===== config.mk =====
export PLATFORM = sky130hd
export DESIGN_NAME = nwr_ireq_packetizer
export DESIGN_NICKNAME = d
export VERILOG_FILES = /design/src/rtl/nwr_ireq_packetizer.sv
export SDC_FILE = /design/constraint.sdc
export NUM_CORES = 1
export LEC_CHECK = 0
export CAP_MARGIN = 20
export CORE_UTILIZATION = 35
export CTS_CLUSTER_SIZE = 10
export DETAILED_ROUTE_END_ITERATION = 12
export GPL_TIMING_DRIVEN = 0
export PLACE_DENSITY = 0.58
export RECOVER_POWER = 100
export REMOVE_ABC_BUFFERS = 1
export SYNTH_ARGS = -nofsm -noshare
export SYNTH_HDL_FRONTEND = slang
export SYNTH_SLANG_ARGS = --single-unit

===== constraint.sdc =====
create_clock -name log_clk -period 9.8 [get_ports log_clk]
set_clock_uncertainty 0.2 [all_clocks]
set_input_delay 1.96 -clock log_clk [delete_from_list [all_inputs] [get_ports log_clk]]
set_output_delay 1.96 -clock log_clk [all_outputs]
set_load 0.02 [all_outputs]

===== src/rtl/nwr_ireq_packetizer.sv =====
// Splits one user AXI4-Stream transfer (1..4096 bytes) into SRIO NWRITE packets of
// at most 256 bytes and emits them in HELLO format (header beat + payload beats) on ireq.
module nwr_ireq_packetizer #(
  parameter logic [15:0] SRC_ID  = 16'h0001,
  parameter logic [15:0] DEST_ID = 16'h00F0,
  parameter logic [1:0]  PRIO    = 2'b01
) (
  input  logic        log_clk,
  input  logic        log_rst,
  input  logic [33:0] user_addr_i,
  input  logic [11:0] user_tsize_i,
  input  logic [63:0] user_tdata_i,
  input  logic        user_tvalid_i,
  input  logic [7:0]  user_tkeep_i,
  input  logic        user_tlast_i,
  output logic        user_tready_o,
  output logic        nwr_ready_o,
  output logic        nwr_busy_o,
  output logic        nwr_done_o,
  output logic        nwr_err_o,
  output logic [63:0] ireq_tdata_o,
  output logic        ireq_tvalid_o,
  output logic [7:0]  ireq_tkeep_o,
  output logic        ireq_tlast_o,
  output logic [31:0] ireq_tuser_o,
  input  logic        ireq_tready_i
);

  typedef enum logic [1:0] {IDLE, HDR, DATA, DONE} state_t;

  state_t      state, state_nxt;

  logic        vld_p1;
  logic [63:0] data_p1;
  logic [7:0]  keep_p1;
  logic        last_p1;

  logic [33:0] cur_addr;
  logic [12:0] rem_bytes;
  logic [7:0]  tid;
  logic [8:0]  acc_left;
  logic        acc_done;
  logic [4:0]  beat_cnt;
  logic        err;

  logic [7:0]  len_m1;
  logic [12:0] pkt_bytes;
  logic        pkt_final;
  logic        accept;
  logic        drain;
  logic        beat_final;

  // Packet length minus one, saturated at a 256-byte packet.
  function automatic logic [7:0] sat_len_m1(input logic [12:0] rem);
    if (rem > 13'd256) return 8'hFF;
    else return 8'(rem - 13'd1);
  endfunction

  assign len_m1     = sat_len_m1(rem_bytes);
  assign pkt_bytes  = {5'd0, len_m1} + 13'd1;
  assign pkt_final  = (beat_cnt == len_m1[7:3]);

  assign user_tready_o = !acc_done && (!vld_p1 || (state == DATA && ireq_tready_i));
  assign accept        = user_tvalid_i && user_tready_o;
  assign drain         = (state == DATA) && vld_p1 && ireq_tready_i;
  assign beat_final    = (state == IDLE) ? (user_tsize_i[11:3] == 9'd0) : (acc_left == 9'd1);

  assign nwr_busy_o = (state != IDLE);
  assign nwr_err_o  = err;

  always_ff @(posedge log_clk) begin
    if (log_rst) state <= IDLE;
    else         state <= state_nxt;
  end

  always_comb begin
    state_nxt     = state;
    nwr_ready_o   = 1'b0;
    nwr_done_o    = 1'b0;
    ireq_tvalid_o = 1'b0;
    ireq_tdata_o  = '0;
    ireq_tkeep_o  = '0;
    ireq_tlast_o  = 1'b0;
    ireq_tuser_o  = '0;
    case (state)
      IDLE: begin
        nwr_ready_o = 1'b1;
        if (accept) state_nxt = HDR;
      end
      HDR: begin
        ireq_tvalid_o = 1'b1;
        ireq_tkeep_o  = 8'hFF;
        ireq_tuser_o  = {SRC_ID, DEST_ID};
        ireq_tdata_o  = {tid, 4'h5, 4'h4, 1'b0, PRIO, 1'b0, len_m1, 2'b00, cur_addr};
        if (ireq_tready_i) state_nxt = DATA;
      end
      DATA: begin
        ireq_tvalid_o = vld_p1;
        ireq_tdata_o  = data_p1;
        ireq_tkeep_o  = keep_p1;
        ireq_tlast_o  = vld_p1 && pkt_final;
        ireq_tuser_o  = {SRC_ID, DEST_ID};
        if (drain && pkt_final) state_nxt = last_p1 ? DONE : HDR;
      end
      DONE: begin
        nwr_done_o = 1'b1;
        state_nxt  = IDLE;
      end
      default: state_nxt = IDLE;
    endcase
  end

  // Hold stage control: occupancy, beat accounting, packet sequencing
  always_ff @(posedge log_clk) begin
    if (log_rst) begin
      vld_p1    <= 1'b0;
      tid       <= 8'd0;
      acc_left  <= 9'd0;
      acc_done  <= 1'b0;
      beat_cnt  <= 5'd0;
      err       <= 1'b0;
      rem_bytes <= 13'd0;
    end else begin
      err <= accept && (user_tlast_i != beat_final);
      if (accept)     vld_p1 <= 1'b1;
      else if (drain) vld_p1 <= 1'b0;
      if (accept) begin
        if (state == IDLE) begin
          acc_left  <= user_tsize_i[11:3];
          acc_done  <= (user_tsize_i[11:3] == 9'd0);
          rem_bytes <= {1'b0, user_tsize_i} + 13'd1;
        end else begin
          acc_left <= acc_left - 9'd1;
          acc_done <= (acc_left == 9'd1);
        end
      end else if (state == DONE) begin
        acc_done <= 1'b0;
      end
      if (state == HDR && ireq_tready_i) tid <= tid + 8'd1;
      if (state == HDR) beat_cnt <= 5'd0;
      else if (drain)   beat_cnt <= beat_cnt + 5'd1;
      if (drain && pkt_final) rem_bytes <= rem_bytes - pkt_bytes;
    end
  end

  // Hold stage data and packet address
  always_ff @(posedge log_clk) begin
    if (accept) begin
      data_p1 <= user_tdata_i;
      keep_p1 <= beat_final ? user_tkeep_i : 8'hFF;
      last_p1 <= beat_final;
    end
    if (state == IDLE && accept)             cur_addr <= user_addr_i;
    else if (drain && pkt_final && !last_p1) cur_addr <= cur_addr + 34'd256;
  end

endmodule


Yosys cells after proc, flatten, opt, wreduce, memory -nomap -nowiden
Cells that the tools add are included.
Widths: inputs -> output; s select.
{"block": "classes", "addsub": 8, "n_lt_le_gt_ge": 1, "n_eq_ne": 9, "muxes": 24, "reduce_logical": 27}
{"operator": "$pmux 64 s2", "count": 1}
{"operator": "$mux 34", "count": 2}
{"operator": "$mux 13", "count": 3}
{"operator": "$add 34x9->34 const B", "count": 1}
{"operator": "$mux 17", "count": 1}
{"operator": "$pmux 8 s2", "count": 1}
{"operator": "$add 12x1->13 const B", "count": 1}
{"operator": "$gt 13x9->1 const B", "count": 1}
{"operator": "$sub 13x9->13", "count": 1}
{"operator": "$reduce_bool 2->1", "count": 6}
{"operator": "$logic_and 1x1->1", "count": 11}
{"operator": "$add 8x1->9 const B", "count": 1}
{"operator": "$eq 9x1->1 const B", "count": 1}
{"operator": "$logic_not 9->1", "count": 1}
{"operator": "$mux 9", "count": 1}
{"operator": "$sub 9x1->9 const B", "count": 1}
{"operator": "$add 8x1->8 const B", "count": 1}
{"operator": "$mux 1", "count": 8}
{"operator": "$mux 2", "count": 4}
{"operator": "$mux 8", "count": 1}
{"operator": "$pmux 2 s4", "count": 1}
{"operator": "$sub 8x1->8 const B", "count": 1}
{"operator": "$add 5x1->5 const B", "count": 1}
{"operator": "$eq 5x5->1", "count": 1}
{"operator": "12 further kinds", "count": 17}
{"block": "totals", "ff_bits": 147, "inputBits": 123, "output_inout_bits": 111, "wordCells": 81}

Depth between registers and ports, before layout
Gate-level depths: netlist of the first run.
{"block": "depth", "word_depth": 7, "ltp_mapped": 17, "depth_no_buf": 15}

Least setup slack after synthesis of the first run
OpenSTA, ideal clock, no wires.
{"block": "synth_path", "path_type": "in2reg", "startpoint": "input ireq_tready_i", "endpoint": "register cur_addr[2] (data pin)", "setup_ps": 147, "arrival_ps": 5182, "required_ps": 9453, "path_slack_ps": 4271, "stages": 6, "path_buffers": 1, "path_cell_list": "nand2_1 -> a21oi_1 -> nand2_1 -> inv_1 -> clkbuf_1 -> and3_1"}
{"block": "synth_via", "elab_chain_cells": 6}
{"item": "from (decl)", "line": "26", "rtl": "input logic ireq_tready_i"}
{"item": "$logic_and 1x1->1", "line": "63", "rtl": "assign user_tready_o = !acc_done && (!vld_p1 || (state == DATA && ireq_tready_i));"}
{"item": "$logic_or 1x1->1", "line": "63"}
{"item": "$logic_and 1x1->1", "line": "63"}
{"item": "net user_tready_o", "line": "16", "rtl": "output logic user_tready_o,"}
{"item": "$logic_and 1x1->1", "line": "64", "rtl": "assign accept = user_tvalid_i && user_tready_o;"}
{"item": "net accept", "line": "49", "rtl": "logic accept;"}
{"item": "$logic_and 1x1->1", "line": "153", "rtl": "if (state == IDLE && accept) cur_addr <= user_addr_i;"}
{"item": "$mux 34", "line": "153"}
{"item": "to (signal assigned)", "line": "153"}
{"item": "to (signal assigned)", "line": "154", "rtl": "else if (drain && pkt_final && !last_p1) cur_addr <= cur_addr + 34'd256;"}
{"item": "to (decl)", "line": "38", "rtl": "logic [33:0] cur_addr;"}
The timed path passes the listed nets, and every way through them passes these cells.
A chain may end at the register's enable or synchronous reset.

Final worst setup path of the first run
{"block": "layout_path", "startpoint": "input ireq_tready_i", "endpoint": "register rem_bytes[10]"}
{"block": "layout_via", "elab_chain_cells": 6, "elab_cells_between_ends": 10, "classes_between": "1 x mux; 9 x reduce/logical"}
{"item": "$logic_and 1x1->1", "line": "63"}
{"item": "$logic_or 1x1->1", "line": "63"}
{"item": "$logic_and 1x1->1", "line": "63"}
{"item": "$logic_and 1x1->1", "line": "64"}
{"item": "$reduce_bool 2->1 (no line)"}
{"item": "$reduce_and 2->1 (no line)"}
{"item": "to (signal assigned)", "line": "131", "rtl": "rem_bytes <= {1'b0, user_tsize_i} + 13'd1;"}
{"item": "to (signal assigned)", "line": "142", "rtl": "if (drain && pkt_final) rem_bytes <= rem_bytes - pkt_bytes;"}
{"item": "to (decl)", "line": "39", "rtl": "logic [12:0] rem_bytes;"}
Parallel ways exist; a longest one is shown, timed or not.

==> out/qor.yml, run 1 <==
synth-xor-area-share: 0.0633
floorplan.die_area_sq_um: 24600
synth_area_per_cell_sq_um: 9.72
worstPathCellList: "dlygate4sd3_1 > nand2_1 > a21oi_1 > nand2_1 > clkinvlp_2 > buf_16 > nand2_1 > clkinv_2 > nand2_1 > a2bb2oi_1 > a21oi_1"
grt_first_pass_wirelength_microns: 35600
routabilityCongestion: 0.837
dr.first_iter.drc_count: 430
timing.final.max_slew_violations: 111
globalRouteOverflowTotal: 0
postCtsSetupRepairBufs: 0
ys_ff_latch: 147
worstSetupStartpointType: "input port"
layout-drive-gt1-share: 0.0478
grt_use_met1: 0.232
pwr_per_cell_area_nw_per_um2: 239
numPlacedInstances: 1334
critical_path.n_buffers_inverters: 4
crit_path_frequent_cell: "nand2_1"
power.leakage_nw: 4.11
dieWidth_microns: 157
top_level_ports: 234
slowest_delay_ps: 1580
drtPass1Iterations: 5
timing.final.crit_share: 0.757
gr-max-usage-layer: "met2"
largest_net_degree_at_the_start_of_global_routing: 61
port_buffers: 206
timing.reg2reg.setup_slack_ps: 2960
cp_data_arrival_time_ps: 7490
route.vias.total: 6901
synth_async_sr_flop_share: 0
setup_violations: 0
synth.yosys.seq_area_share: 0.478
tritoncts_buffers: 17
buffers_from_clock_root_to_sink_at_most: 2
max_cap_viol_count: 3
slew_headroom: -0.237
max_slew.worst_pin.slew_ps: 1840
post_layout_nonfiller_instances: 1367
initial_utilization: 0.358
number_of_global_route_vias_before_repair: 6663
post_synth_instance_area_sq_um: 8400
max-vdd-ir-drop_mv: 0.105
number_of_antenna_violations_at_the_first_check_in_global_routing: 3
die_y_microns: 157
timing_hold_violations_final: 0
run_status: "finished with violations"
area_fraction_in_compound_gates_after_synthesis: 0.153
fmax_mhz: 135
failed_checks: "capacitance limit, slew limit"
critPathMaxFanout: 55
timing_worst_setup_path_type: "in -> reg"
synth-edff-count: 107
drt-total-wl_microns: 22900
number_of_clock_sinks: 147
timing.critical_path.required_ps: 9870
fp-row-count: 56
rsz0062_at_grt: "false"
synthAdderAreaFrac: 0.0268
synth_simple_gate_area_share: 0.206
core_area_sq_um: 23500
cts_htree_levels: 4
timing.critical_path.max_delay_family: "buffers and inverters"
viasPerCell: 5.05
synthesis.instances: 864
yosysWarningCount: 0
grt.met2_usage: 0.322
period_needed_ps: 7420
ant_nets: 0
synth_top_flop_cell: "edfxtp_1"
globalRouteMet3Util: 0.0438
clock_insertion_delay_worst_skew_ps: 430
layout.core_utilization: 0.478
nNetsFinal: 1175
cts_root_buf: "clkbuf_16"
largest_family_of_logic_cells_by_synthesized_area: "simple AND/OR/NAND/NOR gates"
cpMaxStageDelayCell: "clkinvlp_2"
total_neg_setup_slack_ps: 0
post_cts_hold_buffer_count: 0
grt_usage: 0.186
synth.lib_cells_used.distinct: 71
synthMuxAreaShare: 0.00775
worst_hold_path_type: "reg -> reg"
cts_tree: "yes"
clock_transition_at_path_regs_ps: 70
critPathCaptureType: "flop"
post_cts_resize_count: 0
syn_to_final_growth_pct: 33.6
drcViolationCount: 0
avg_wl_per_cell_microns: 16.7
dp_hpwl_microns: 15300
==> cell usage after synthesis (2+ instances only) <==
library cell / number / area (sq um)
buf_6: 2 / 22.5
a21oi_1: 45 / 225
edfxtp_1: 107 / 3210
o21a_1: 4 / 30.0
nor2_1: 56 / 210
nand2b_1: 9 / 56.3
inv_1: 20 / 75.1
xor2_1: 30 / 263
clkbuf_1: 43 / 161
nor4_1: 7 / 43.8
nor2b_1: 63 / 394
a211oi_1: 6 / 45.0
o211ai_1: 8 / 60.1
o21ai_0: 50 / 250
or4_1: 4 / 30.0
and2_1: 17 / 106
o22ai_1: 2 / 12.5
a2bb2oi_1: 4 / 35.0
nand3_1: 25 / 125
dfxtp_1: 40 / 801
xnor2_1: 25 / 219
buf_4: 31 / 233
a31oi_1: 4 / 25.0
and2_4: 2 / 17.5
ha_1: 18 / 225
or3_1: 4 / 25.0
nand2_1: 79 / 297
a21boi_0: 3 / 22.5
nor3b_1: 4 / 30.0
a21o_1: 2 / 15.0
o31ai_1: 2 / 15.0
and3_1: 19 / 119
nand4_1: 7 / 43.8
a22oi_1: 53 / 398
nor3_1: 16 / 80.1
mux2i_1: 5 / 50.1
and4_1: 4 / 35.0
buf_2: 6 / 30.0
buf_1: 6 / 22.5
==> registers in the layout, summed over array words and instances (netlist names), 2 cells and up <==
register   cells
keep_p1        8
tid            8
rem_bytes     13
acc_left       9
data_p1       64
beat_cnt       5
state          2
cur_addr      34
==> tightest hold or removal path: stages (launching register included) <==
cell,delay [ps]
dfxtp_1,320
nand2_1,60
a21oi_1,50
==> through the flow <==
step | instance area [sq um] | power, W | hold WS (ps) | worst slack (ps)
3_3_place_gp | 10500 | 0.00203 | 263 | -1240
5_1_grt | 11200 | 0.00286 | 298 | 1920
4_1_cts | 11300 | 0.00276 | 278 | 3630
2_1_floorplan | 8030 | 0.00160 | 238 | 2690
3_5_place_dp | 10700 | 0.00206 | 269 | 3350
6_report | 11200 | 0.00268 | 274 | 2380
==> layout make-up <==
cell class / count / area [sq um]
fill: 2227 / 12300
sequential: 147 / 4010
multi-input combinational: 634 / 3950
timing repair buffer: 213 / 2160
clock buffer: 18 / 429
tap: 319 / 399
clock inverter: 14 / 176
inverter: 21 / 81.3
antenna: 1 / 2.50
==> per-layer routing <==
metal	up-vias	share of wire
met5	-	0.0011
met4	4	0.0090
met3	19	0.059
li1	3390	-
met2	194	0.48
met1	3294	0.45
==> worst paths after layout <==
kind	from	endpoint	cells after the start
worst max-delay path	ireq_tready_i	rem_bytes[10]$_SDFFE_PP0P_	11
worst min-delay path	acc_left[1]$_SDFFE_PP0P_	acc_left[1]$_SDFFE_PP0P_	2
worst max register to register	state[0]$_SDFFE_PP0P_	rem_bytes[10]$_SDFFE_PP0P_	13
worst min register to register	acc_left[1]$_SDFFE_PP0P_	acc_left[1]$_SDFFE_PP0P_	2
==> placed cells by master, fill, tap and decap left out, types with 5 or more instances in the layout <==
cell type        Yosys  layout
a211oi_1             6       6
a21oi_1             45      45
a22oi_1             53      53
and2_1              17      15
and3_1              19      19
clkbuf_16            0      17
clkdlybuf4s50_1      0      62
conb_1               1      27
dfxtp_1             40      40
dlygate4sd3_1        0     143
edfxtp_1           107     107
ha_1                18      17
inv_1               20      19
mux2i_1              5       5
nand2_1             79      79
nand2b_1             9       9
nand3_1             25      25
nand4_1              7       7
nor2_1              56      56
nor2b_1             63      63
nor3_1              16      16
nor4_1               7       7
o211ai_1             8       8
o21ai_0             50      50
xnor2_1             25      25
xor2_1              30      30
==> power by group <==
group / internal, W / switching (W)
registers: 0.000792 / 0.0000825
logic: 0.000468 / 0.000653
clock network: 0.000405 / 0.000283
==> cells by family (layout without fill, tap and decap cells) <==
family                   Yosys count  count (layout)
AND/OR/NAND/NOR                  327             327
adder cells (fa/ha/maj)           18              18
buffers and inverters            109             266
AO/OA/AOI/OAI                    199             199
other                              1              28
flip-flops                       147             147
multiplexers                       6               6
XOR/XNOR                          57              57
(Power assumes the default switching activity.)
==> inputs of run 2 (changes only) <==
==> constraint.sdc (replaced) <==
create_clock -name log_clk -period 7.7 [get_ports log_clk]
set_clock_uncertainty 0.2 [all_clocks]
set_input_delay 1.54 -clock log_clk [delete_from_list [all_inputs] [get_ports log_clk]]
set_output_delay 1.54 -clock log_clk [all_outputs]
set_load 0.02 [all_outputs]
==> out/qor.yml, run 2 (synthesis results as in run 1) <==
period_needed_ps: 6130
timing.final.crit_share: 0.796
dp_hpwl_microns: 15300  # unchanged
timing_worst_setup_path_type: "reg -> reg"
tritoncts_buffers: 17  # unchanged
run_status: "finished with violations"
cp_data_arrival_time_ps: 6240  # -1250 ps
biggestRegsByFlops: "data_p1: 64 flops, cur_addr: 34 flops, rem_bytes: 13 flops"
syn_to_final_growth_pct: 33.3
post_cts_resize_count: 0  # unchanged
slowest_delay_ps: 1070  # -510 ps
grt_usage: 0.186  # unchanged
timing.final.max_slew_violations: 71  # -36%
clock_insertion_delay_worst_skew_ps: 420  # about the same
timing.critical_path.required_ps: 7820  # -2050 ps
fp-row-count: 56  # unchanged
sw_power_w: 0.00129  # +27%
buffers_from_clock_root_to_sink_at_most: 2  # unchanged
avg_wl_per_cell_microns: 16.7  # about the same
dieWidth_microns: 157  # unchanged
largest_register_ffs: 64  # unchanged
top_reg_by_flops: "data_p1"
cts_root_buf: "clkbuf_16"
viasPerCell: 5.05  # about the same
pwr_per_cell_area_nw_per_um2: 304  # +27%
power.leakage_nw: 4.11  # -0.11%
max_slew.worst_pin.slew_ps: 1740  # -105 ps
mostFrequentLayoutCell: "dlygate4sd3_1"
critPathMaxFanout: 55  # unchanged
cts_tree: "yes"
slew_headroom: -0.160  # +0.0765
numPlacedInstances: 1334  # unchanged
pwr-share-comb: 0.417  # about the same
core_area_sq_um: 23500  # unchanged
initial_utilization: 0.358  # unchanged
cpMaxStageDelayCell: "ha_1"
nNetsFinal: 1175  # unchanged
largest_net_degree_at_the_start_of_global_routing: 61  # unchanged
final_cell_mix: "dlygate4sd3_1 (145), edfxtp_1 (107), nand2_1 (79), nor2b_1 (63), clkdlybuf4s50_1 (60)"
power.switching_fraction: 0.379  # -0.000649
failed_checks: "capacitance limit, slew limit"
crit_path_frequent_cell: "nand2_1"
cts_htree_levels: 4  # unchanged
globalRouteOverflowTotal: 0  # unchanged
drtPass1Iterations: 4  # -1
worst_hold_path_type: "reg -> reg"
share_clk_of_total_power: 0.257  # about the same
rsz0062_at_grt: "false"
drcViolationCount: 0  # unchanged
fmax_mhz: 163
postCtsSetupRepairBufs: 0  # unchanged
setup_violations: 0  # unchanged
timing.critical_path.max_delay_family: "buffers and inverters"
grt_first_pass_wirelength_microns: 35600  # unchanged
top_level_ports: 234  # unchanged
total_neg_setup_slack_ps: 0  # unchanged
number_of_global_route_vias_before_repair: 6663  # unchanged
max_cap_viol_count: 2  # -1
internal_power_w: 0.00212  # +27%
dr.first_iter.drc_count: 421  # -2.1%
number_of_antenna_violations_at_the_first_check_in_global_routing: 3  # unchanged
die_y_microns: 157  # unchanged
ant_nets: 0  # unchanged
clock_transition_at_path_regs_ps: 70  # about the same
post_cts_hold_buffer_count: 0  # unchanged
seqPwrFrac: 0.326  # about the same
critPathCaptureType: "flop"
worstSetupStartpointType: "flop"
layout-drive-gt1-share: 0.0458  # -0.00191
worstPathCellList: "inv_1 > ha_1 > buf_12 > nand2_1 > a21oi_1 > nand2_1 > inv_4 > buf_16 > nand2_1 > clkinvlp_2 > nand2_1 > o2111a_1 > o31a_1"
routabilityCongestion: 0.837  # unchanged
post_layout_nonfiller_instances: 1367  # unchanged
max-vdd-ir-drop_mv: 0.133  # +27%
number_of_clock_sinks: 147  # unchanged
floorplan.die_area_sq_um: 24600  # unchanged
route.vias.total: 6906  # +0.072%
drt-total-wl_microns: 22900  # about the same
port_buffers: 206  # unchanged
critical_path.n_buffers_inverters: 5  # +1
timing_hold_violations_final: 0  # unchanged
[run 2: metal layers]
layer  track usage  routed length [microns]  vias to the layer above  share of wire
met2         0.322                    11100                      208           0.49
met5             0                       26                        -         0.0011
met1         0.232                    10100                     3281           0.44
met3        0.0438                     1400                       22          0.061
met4        0.0481                      217                        4         0.0095
li1              -                        -                     3391              -
[run 2: power by group through the flow]
stage / clock [W] / combinational, W / sequential, W
global placement: 0 / 0.00145 / 0.00113
global route: 0.000926 / 0.00157 / 0.00113
CTS: 0.000897 / 0.00150 / 0.00111
detailed placement: 0 / 0.00149 / 0.00113
floorplan: 0 / 0.000940 / 0.00110
finish: 0.000875 / 0.00142 / 0.00111
[run 2: worst min-delay path, delay by kind of cell (launching register included)]
family | cells | cell delay, ps
flip-flops | 1 | 320
AO/OA/AOI/OAI | 1 | 50
AND/OR/NAND/NOR | 1 | 60
[run 2: final cells by class]
cell class	instances	area, sq um
multi-input cells	634	3930
repair buffers	213	2160
flip-flops and latches	147	4010
diodes	1	2.50
fillers	2230	12300
well taps	319	399
inverters	21	82.6
clock buffers	18	429
clock inverters	14	176
[run 2: per-stage QoR]
| step | cell area [sq um] | util | total power, W | hold WS (ps) | setup WS [ps] |
|---|---|---|---|---|---|
| after CTS | 11300 | 0.480 | 0.00351 | 278 | 1950 |
| after floorplan | 8030 | - | 0.00204 | 238 | 722 |
| after detailed placement | 10700 | 0.454 | 0.00262 | 269 | 1670 |
| final | 11200 | 0.477 | 0.00341 | 273 | 1570 |
| after global routing | 11200 | 0.477 | 0.00363 | 298 | 962 |
| after global placement | 10500 | 0.447 | 0.00258 | 263 | -3340 |
[run 2: worst paths after layout]
path / from / to / slack, ps / cells past startpoint
worst max-delay path: state[0]$_SDFFE_PP0P_ / rem_bytes[12]$_SDFFE_PP0P_ / 1570 / 13
worst min-delay path: acc_left[1]$_SDFFE_PP0P_ / acc_left[1]$_SDFFE_PP0P_ / 270 / 2
worst max register to register: state[0]$_SDFFE_PP0P_ / rem_bytes[12]$_SDFFE_PP0P_ / 1570 / 13
worst min register to register: acc_left[1]$_SDFFE_PP0P_ / acc_left[1]$_SDFFE_PP0P_ / 270 / 2
==> inputs of run 3 (changes only) <==
==> constraint.sdc (replaced) <==
create_clock -name log_clk -period 5.9 [get_ports log_clk]
set_clock_uncertainty 0.2 [all_clocks]
set_input_delay 1.18 -clock log_clk [delete_from_list [all_inputs] [get_ports log_clk]]
set_output_delay 1.18 -clock log_clk [all_outputs]
set_load 0.02 [all_outputs]
==> out/qor.yml, run 3 (synthesis results as in run 1) <==
avg_wl_per_cell_microns: 16.7  # about the same
number_of_clock_sinks: 147  # unchanged
core_area_sq_um: 23500  # unchanged
worstPathCellList: "inv_1 > ha_1 > or4b_1 > o21ai_2 > nand2_1 > o32a_1 > and2_4 > nor4_1 > dlygate4sd3_1"
route.vias.total: 6890  # -0.23%
dp_hpwl_microns: 15300  # unchanged
drt-total-wl_microns: 22900  # about the same
total_neg_setup_slack_ps: 0  # unchanged
slowest_delay_ps: 740  # -330 ps
share_clk_of_total_power: 0.256  # about the same
cts_root_buf: "clkbuf_16"
fmax_mhz: 188
pwr_per_cell_area_nw_per_um2: 397  # +31%
critPathCaptureType: "output port"
drtPass1Iterations: 5  # +1
timing.final.max_slew_violations: 0  # -100%
seqPwrFrac: 0.325  # about the same
clock_insertion_delay_worst_skew_ps: 430  # about the same
grt_first_pass_wirelength_microns: 35600  # unchanged
timing_hold_violations_final: 0  # unchanged
max_slew.worst_pin.slew_ps: 1100  # -640 ps
timing.final.crit_share: 0.900
timing_worst_setup_path_type: "reg -> out"
viasPerCell: 5.04  # -0.23%
slew_headroom: 0.266  # +0.426
ant_nets: 0  # unchanged
largest_net_degree_at_the_start_of_global_routing: 61  # unchanged
worst_hold_path_type: "reg -> reg"
fp-row-count: 56  # unchanged
setup_violations: 0  # unchanged
reg2reg_depth: 13  # unchanged
pwr-share-comb: 0.419  # +0.002
critPathMaxFanout: 11  # -80%
die_y_microns: 157  # unchanged
sw_power_w: 0.00169  # +31%
top_reg_by_flops: "data_p1"
cp_data_arrival_time_ps: 3930  # -2310 ps
largest_register_ffs: 64  # unchanged
period_needed_ps: 5310
layout-drive-gt1-share: 0.0497  # +0.00382
clock_transition_at_path_regs_ps: 70  # about the same
multi_input_area_sq_um: 3940  # +0.41%
power.leakage_nw: 4.12  # +0.39%
number_of_antenna_violations_at_the_first_check_in_global_routing: 3  # unchanged
biggestRegsByFlops: "data_p1: 64 flops, cur_addr: 34 flops, rem_bytes: 13 flops"
timing.critical_path.required_ps: 4520  # -3300 ps
fillerInstances: 2231  # +0.045%
post_cts_hold_buffer_count: 0  # unchanged
number_of_global_route_vias_before_repair: 6663  # unchanged
dp_slack_ps: 228  # -1440 ps
dr.first_iter.drc_count: 401  # -4.8%
cts_htree_levels: 4  # unchanged
cpMaxStageDelayCell: "dlygate4sd3_1"
tritoncts_buffers: 17  # unchanged
dieWidth_microns: 157  # unchanged
rsz0062_at_grt: "false"
nNetsFinal: 1175  # unchanged
top_level_ports: 234  # unchanged
initial_utilization: 0.358  # unchanged
syn_to_final_growth_pct: 33.7
globalRouteOverflowTotal: 0  # unchanged
worstSetupStartpointType: "flop"
worst_slack_ps: 591  # -981 ps
buffers_from_clock_root_to_sink_at_most: 2  # unchanged
mostFrequentLayoutCell: "dlygate4sd3_1"
worst_hold_path.num_cells: 2  # unchanged
run_status: "finished, final reports clean"
routabilityCongestion: 0.837  # unchanged
grt_usage: 0.186  # unchanged
floorplan.die_area_sq_um: 24600  # unchanged
max-vdd-ir-drop_mv: 0.183  # +37%
port_buffers: 206  # unchanged
holdWs_ps: 274  # +0.978 ps
power.switching_fraction: 0.379  # about the same
postCtsSetupRepairBufs: 0  # unchanged
final_cell_mix: "dlygate4sd3_1 (145), edfxtp_1 (107), nand2_1 (79), nor2b_1 (63), clkdlybuf4s50_1 (60)"
max_cap_viol_count: 0  # -2
sequential_standard_cell_area_sq_um: 4010  # unchanged
drcViolationCount: 0  # unchanged
cts_tree: "yes"
post_cts_resize_count: 0  # unchanged
internal_power_w: 0.00277  # +31%
run 3: worst paths after layout:
check	startpoint	endpoint	slack (ps)
hold / removal	acc_left[1]$_SDFFE_PP0P_	acc_left[1]$_SDFFE_PP0P_	270
setup / recovery	rem_bytes[1]$_SDFFE_PP0P_	ireq_tlast_o	590
setup reg to reg	state[0]$_SDFFE_PP0P_	rem_bytes[12]$_SDFFE_PP0P_	950
hold reg to reg	acc_left[1]$_SDFFE_PP0P_	acc_left[1]$_SDFFE_PP0P_	270
run 3: cell type report:
cell class | count | area share
Multi-Input combinational cell | 634 | 0.351
Sequential cell | 147 | 0.357
Clock inverter | 14 | 0.0157
Inverter | 21 | 0.00735
Tap cell | 319 | 0.0355
Clock buffer | 18 | 0.0382
Antenna cell | 1 | 0.000223
Timing Repair Buffer | 213 | 0.194
run 3: metrics by stage:
| stage | util | cells | cell area [sq um] | power [W] |
|---|---|---|---|---|
| floorplan | - | 802 | 8030 | 0.00266 |
| global placement | 0.447 | 1327 | 10500 | 0.00337 |
| detailed placement | 0.454 | 1334 | 10700 | 0.00342 |
| CTS | 0.480 | 1366 | 11300 | 0.00458 |
| global route | 0.478 | 1367 | 11200 | 0.00475 |
| finish | 0.478 | 1367 | 11200 | 0.00446 |
run 3: worst max-delay path: cells and delay by family, from the launching register on:
kind                       cells  cell delay (ps)
buffers and inverters          2              880
adders and majority gates      1              150
AOI/OAI and AO/OA              2              750
and+or+nand+nor                4             1310
DFF                            1              410
run 3: power groups by stage:
stage          Clock [W]  Sequential [W]  Combinational (W)
6_report         0.00114         0.00145            0.00187
5_1_grt          0.00121         0.00147            0.00207
4_1_cts          0.00117         0.00145            0.00196
3_5_place_dp           0         0.00147            0.00195
3_3_place_gp           0         0.00148            0.00190
2_1_floorplan          0         0.00143            0.00123
run 3: layer usage:
| layer | wire length, microns | track usage |
|---|---|---|
| met5 | 26 | 0 |
| met2 | 11100 | 0.322 |
| met4 | 175 | 0.0481 |
| met3 | 1210 | 0.0438 |
| met1 | 10300 | 0.232 |
